### src/rtl/dds_pkg.sv
// ============================================================================
// Module      : dds_pkg
// Description : Shared constants and the amplitude scaling helper for the
//               DDS PWM DAC stage.
// Revision    : 1.0 - initial release
// ============================================================================
`default_nettype none

package dds_pkg;

    localparam int DDS_WIDTH  = 8;
    localparam int PWM_PERIOD = 2 ** DDS_WIDTH;

    // Full-width product, truncated back down by the sample width (no rounding).
    function automatic logic [31:0] dds_scale(
        input logic [31:0] a,
        input logic [31:0] b,
        input int          w
    );
        logic [63:0] prod;
        prod = 64'(a) * 64'(b);
        return 32'(prod >> w);
    endfunction

endpackage

`default_nettype wire

### src/rtl/dds_pwm_counter.sv
// ============================================================================
// Module      : dds_pwm_counter
// Description : Free-running PWM period counter with period-start and
//               load-cycle strobes.
// Revision    : 1.0 - initial release
// ============================================================================
`default_nettype none

module dds_pwm_counter
    import dds_pkg::*;
#(
    parameter int WIDTH = DDS_WIDTH
) (
    input  logic             clk,
    input  logic             res,
    input  logic             enable,
    output logic [WIDTH-1:0] cnt,
    output logic             period_start,
    output logic             load_strobe
);

    localparam logic [WIDTH-1:0] CNT_MAX = '1;

    logic [WIDTH-1:0] cnt_q;
    logic [WIDTH-1:0] cnt_d;

    always_comb begin
        cnt_d = '0;
        if (enable) begin
            cnt_d = cnt_q + WIDTH'(1);
        end
    end

    always_ff @(posedge clk) begin
        if (res) begin
            cnt_q <= '0;
        end else begin
            cnt_q <= cnt_d;
        end
    end

    // Strobes are masked while reset is asserted so outputs read idle.
    assign cnt          = cnt_q;
    assign period_start = !res && enable && (cnt_q == '0);
    assign load_strobe  = !res && enable && (cnt_q == CNT_MAX);

endmodule

`default_nettype wire

### src/rtl/dds_pwm_dac.sv
// ============================================================================
// Module      : dds_pwm_dac
// Description : Scales DDS samples by an amplitude word and drives a 1-bit
//               PWM DAC; optional complementary output via the macro
//               DDS_PWM_COMPLEMENTARY_EN.
// Revision    : 1.0 - initial release
// ============================================================================
`default_nettype none

module dds_pwm_dac
    import dds_pkg::*;
#(
    parameter int WIDTH    = DDS_WIDTH,
    parameter int DEADTIME = 2
) (
    input  logic             clk,
    input  logic             res,
    input  logic             enable,
    input  logic [WIDTH-1:0] sample_in,
    input  logic             sample_valid,
    output logic             sample_ready,
    input  logic [WIDTH-1:0] amp,
    output logic             pwm_out,
`ifdef DDS_PWM_COMPLEMENTARY_EN
    output logic             pwm_out_n,
`endif
    output logic             period_start,
    output logic             underrun
);

    localparam int PERIOD = 2 ** WIDTH;

    if (DEADTIME < 0 || DEADTIME >= (PERIOD / 2)) begin : g_deadtime_check
        $error("dds_pwm_dac: DEADTIME out of range");
    end

    logic [WIDTH-1:0] cnt;
    logic             load_strobe;

    dds_pwm_counter #(
        .WIDTH (WIDTH)
    ) u_counter (
        .clk          (clk),
        .res          (res),
        .enable       (enable),
        .cnt          (cnt),
        .period_start (period_start),
        .load_strobe  (load_strobe)
    );

    logic [WIDTH-1:0] hold_q, hold_d;
    logic             hold_full_q, hold_full_d;
    logic [WIDTH-1:0] duty_q, duty_d;
    logic             pwm_q, pwm_d;
    logic             accept;

    always_comb begin
        accept      = sample_valid && !hold_full_q;
        hold_d      = hold_q;
        hold_full_d = hold_full_q;
        duty_d      = duty_q;
        pwm_d       = enable && (cnt < duty_q);

        if (load_strobe && hold_full_q) begin
            duty_d      = hold_q;
            hold_full_d = 1'b0;
        end

        // Accept only happens with an empty buffer, so it never collides with a load.
        if (accept) begin
            hold_d      = WIDTH'(dds_scale(32'(sample_in), 32'(amp), WIDTH));
            hold_full_d = 1'b1;
        end
    end

    always_ff @(posedge clk) begin
        if (res) begin
            hold_q      <= '0;
            hold_full_q <= 1'b0;
            duty_q      <= '0;
            pwm_q       <= 1'b0;
        end else begin
            hold_q      <= hold_d;
            hold_full_q <= hold_full_d;
            duty_q      <= duty_d;
            pwm_q       <= pwm_d;
        end
    end

    assign sample_ready = !hold_full_q;
    assign pwm_out      = pwm_q;
    assign underrun     = load_strobe && !hold_full_q;

`ifdef DDS_PWM_COMPLEMENTARY_EN
    localparam logic [WIDTH:0] DEAD_W  = (WIDTH+1)'(DEADTIME);
    localparam logic [WIDTH:0] DEAD_HI = (WIDTH+1)'(PERIOD - DEADTIME);

    logic [WIDTH:0] cnt_ext;
    logic [WIDTH:0] dead_lo;
    logic           pwm_n_q, pwm_n_d;

    // One extra bit keeps duty+DEADTIME from wrapping near full scale.
    always_comb begin
        cnt_ext = {1'b0, cnt};
        dead_lo = {1'b0, duty_q} + DEAD_W;
        pwm_n_d = enable && (cnt_ext >= dead_lo) && (cnt_ext < DEAD_HI);
    end

    always_ff @(posedge clk) begin
        if (res) begin
            pwm_n_q <= 1'b0;
        end else begin
            pwm_n_q <= pwm_n_d;
        end
    end

    assign pwm_out_n = pwm_n_q;
`else
`endif

endmodule

`default_nettype wire

### config.mk
export PLATFORM = sky130hd
export DESIGN_NAME = dds_pwm_dac
export DESIGN_NICKNAME = d
export VERILOG_FILES = /design/src/rtl/dds_pkg.sv /design/src/rtl/dds_pwm_counter.sv /design/src/rtl/dds_pwm_dac.sv
export SDC_FILE = /design/constraint.sdc
export NUM_CORES = 1
export LEC_CHECK = 0
export ABC_AREA = 1
export CORE_MARGIN = 2
export CORE_UTILIZATION = 62
export CTS_BUF_LIST = sky130_fd_sc_hd__clkbuf_4
export CTS_CLUSTER_SIZE = 25
export DETAILED_ROUTE_END_ITERATION = 12
export GPL_ROUTABILITY_DRIVEN = 0
export GPL_TIMING_DRIVEN = 1
export HOLD_SLACK_MARGIN = 0.06
export PLACE_DENSITY = 0.84
export SETUP_SLACK_MARGIN = 0.1
export SYNTH_ARGS = -nofsm -noshare
export SYNTH_HDL_FRONTEND = slang
export SYNTH_SLANG_ARGS = --single-unit
### constraint.sdc
create_clock -name clk -period 5.05 [get_ports clk]
set_input_delay 1.01 -clock clk [delete_from_list [all_inputs] [get_ports clk]]
set_output_delay 1.01 -clock clk [all_outputs]
set_load 0.01 [all_outputs]
==> reports/qor.csv <==
stage;metric;value;unit
pwr;p_total;1160;µW
route;drt_first_pass_iters;5;
setup_path;critPathMaxFanout;4;
synth;postSynthCellCount;475;
timing;finalCriticalPeriod;4.77;ns
setup_path;startpoint;sample_in[6];
layout;layout-drive-gt1-share;9.30;%
synth;synth.avg_cell_area;7.10;µm²
placement;io_buffers;23;
setup_path;criticalPathCategory;in -> reg;
setup_path;endpoint_kind;flop;
setup_path;cp_data_required_time;5.29;ns
clock_tree;cts_tree;yes;
floorplanning;die_x;77.7;µm
floorplanning;die-area;6040;µm²
layout;antennaDiodeCount;0;
clock_tree;htreeDepth;1;
global_route;track_usage;25.6;%
synth;synthTopCellsByArea;fa_1 21%, ha_1 16%, dfxtp_1 15%;
floorplanning;die_h;77.7;µm
placement;placed_area;3830;µm²
floorplanning;core_area;5170;µm²
floorplanning;io_pins;24;
timing;grt_setup_unrepaired;no;
flow_run;drv_cap;0;
clock_tree;clock_latency;0.33;ns
setup_path;critPathSlowestCell;clkdlybuf4s50_1;
setup_path;cp.arrival;5.01;ns
clock_tree;clock-sinks;26;
synth;yosys-top-cells-count;134 x inv_1, 103 x nand2_1, 42 x ha_1;
timing;fmax;0.209;GHz
clock_tree;cts_inserted_buffers;3;
global_route;grt_pass1_wl;12800;µm
synth;synthArstFlopShare;0;%
setup_path;worstPathCellList;clkdlybuf4s50_1, nand2_1, inv_1, fa_1, fa_1, fa_1, inv_1, fa_1, inv_1, ha_1, nand2_1, nor4_1, nand2_1, nand3_1, nand2_1, nor2_1, nor2_1;
synth;syn_nets;572;
setup_path;rr_worst_depth;7;
setup_path;reg2reg_setup_slack;3.33;ns
synth;syn-cell-area;3370;µm²
timing;tns;0;ns
clock_tree;root_buffer;clkbuf_4;
outcome;status;complete, no violations;
timing;setup_violations;0;
route;vias_per_cell;5.13;
timing;slew_headroom;78.3;%
setup_path;cp-endpoint;hold_q[7]$_SDFFE_PP0P_;
timing;fin_skew;0.00341;ns
setup_path;reg2reg_to;duty_q[2]$_SDFFE_PP0P_;
synth;synth-seq-cells;26;
route;drt_iter0_markers;150;
layout;area_delta_synth_final;16.6;%
clock_tree;ctsHoldBuffers;0;
pwr;p_per_area;296;nW/µm²
layout;finalInstanceArea;3930;µm²
route;dr_total_vias;3006;
timing;period_share;94.5;%
timing;slew_violations;0;
setup_path;critPathLaunchType;input port;
synth;synth_top_cell_area_share;20.8;%
synth;synth_edf_count;0;
synth;yosys.area.top_type;fa_1;
placement;dp_hpwl;5920;µm
route;route.detailed.drc;0;
timing;tightest_slew;0.324;ns
floorplanning;num_rows;26;
synth;ys.flop_type;dfxtp_1;
setup_path;r2r-start;u_counter.cnt[1]$_SDFF_PN0_;
synth;yosysMostFrequentCell;inv_1;
global_route;grt_overflow_total;0;
hold_path;min_path_type;reg -> reg;
clock_tree;path_clk_slew;0.14;ns
synth;seq_area_frac_synth;15.4;%
global_route;antenna_found_initial;0;
synth;ys_warn_count;0;
clock_tree;clockBufferDepth;2;
floorplanning;floorplan.initialDensity;65.2;%
route;ant_nets;0;
route;wl_per_cell;11.9;µm
synth;yosys.cell_types.count;31;
setup_path;cp_slowest_stage_delay;0.57;ns
timing;hold_violations;0;
clock_tree;cts-resized-gates;0;
layout;layout.nets;614;
global_route;grt_max_degree;16;
clock_tree;post_cts_buffers;0;
timing;whs;0.470;ns
pwr;irDropWorstVdd;222;µV
pwr;p_leak;0.00242;µW
route;wirelength;6980;µm
global_route;first_global_vias;3036;
state kept, by name, summed over array words and instances (netlist names):
| name | cells |
|---|---|
| duty_q | 8 |
| hold_full_q | 1 |
| hold_q | 8 |
| pwm_out | 1 |
| u_counter.cnt | 8 |
layer usage:
| metal | up-vias | GRT usage, % | routed length (µm) |
|---|---|---|---|
| met5 | - | 0 | 0 |
| met4 | 0 | 2.86 | 36 |
| met3 | 4 | 2.79 | 264 |
| met2 | 62 | 45.5 | 3510 |
| met1 | 1435 | 34.6 | 3170 |
| li1 | 1505 | - | - |
through the flow:
step | cells | setup slack (ns) | util, %
floorplan | 475 | 0.441 | -
global placement | 582 | -0.0568 | 74.1
detailed placement | 582 | -0.138 | 74.1
CTS | 586 | 0.219 | 75.2
global route | 586 | 0.0915 | 76.0
finish | 586 | 0.276 | 76.0
power by group:
part           switching [µW]  internal, µW  total, µW  leakage (µW)
clock network            62.9          80.3        143     0.0000279
registers                5.31           219        225      0.000212
logic                     446           349        795       0.00218
total                     514           648       1160       0.00242
cells in the final DEF, fill, tap and decap left out, types with 2 or more instances in the layout:
master	count
a21o_1	3
a21oi_1	26
a21oi_2	5
buf_4	28
clkbuf_4	3
clkdlybuf4s50_1	14
dfxtp_1	26
dlymetal6s2s_1	9
fa_1	35
ha_1	42
inv_1	134
nand2_1	103
nand3_1	15
nand4_1	2
nor2_1	24
nor3_1	3
nor4_1	2
o21ai_0	18
o21ai_1	3
o21ai_2	3
xnor2_1	2
xor2_1	3
layout make-up:
class	instances	area [µm²]
Multi-Input combinational cell	300	2300
Fill cell	397	1240
Sequential cell	26	520
Inverter	135	507
Timing Repair Buffer	51	463
Tap cell	70	87.6
Clock inverter	1	30.0
Clock buffer	3	22.5
worst min-delay path by stage:
| stage | startpoint | end | slack (ns) | cells after the start |
|---|---|---|---|---|
| after floorplan | hold_q[0]$_SDFFE_PP0P_ | duty_q[0]$_SDFFE_PP0P_ | 0.43 | 2 |
| after global placement | hold_q[2]$_SDFFE_PP0P_ | duty_q[2]$_SDFFE_PP0P_ | 0.44 | 2 |
| after detailed placement | hold_q[5]$_SDFFE_PP0P_ | duty_q[5]$_SDFFE_PP0P_ | 0.45 | 2 |
| after CTS | hold_q[5]$_SDFFE_PP0P_ | duty_q[5]$_SDFFE_PP0P_ | 0.47 | 2 |
| after global routing | hold_q[5]$_SDFFE_PP0P_ | duty_q[5]$_SDFFE_PP0P_ | 0.48 | 2 |
| final | hold_q[5]$_SDFFE_PP0P_ | duty_q[5]$_SDFFE_PP0P_ | 0.47 | 2 |
critical path, delay by kind of cell:
kind | cells | cell delay [ns]
simple gates | 8 | 0.90
buf+inv | 4 | 0.73
fa+ha+maj | 5 | 2.36
cells by family after synthesis:
group                    count (synthesis)  synth area share, %
XOR/XNOR                                 5                 1.30
AO/OA/AOI/OAI                           62                 10.1
flip-flops                              26                 15.4
buffers and inverters                  149                 16.9
AND/OR/NAND/NOR                        156                 19.8
adder cells (fa/ha/maj)                 77                 36.4
Power figures use the tool's default switching activity.
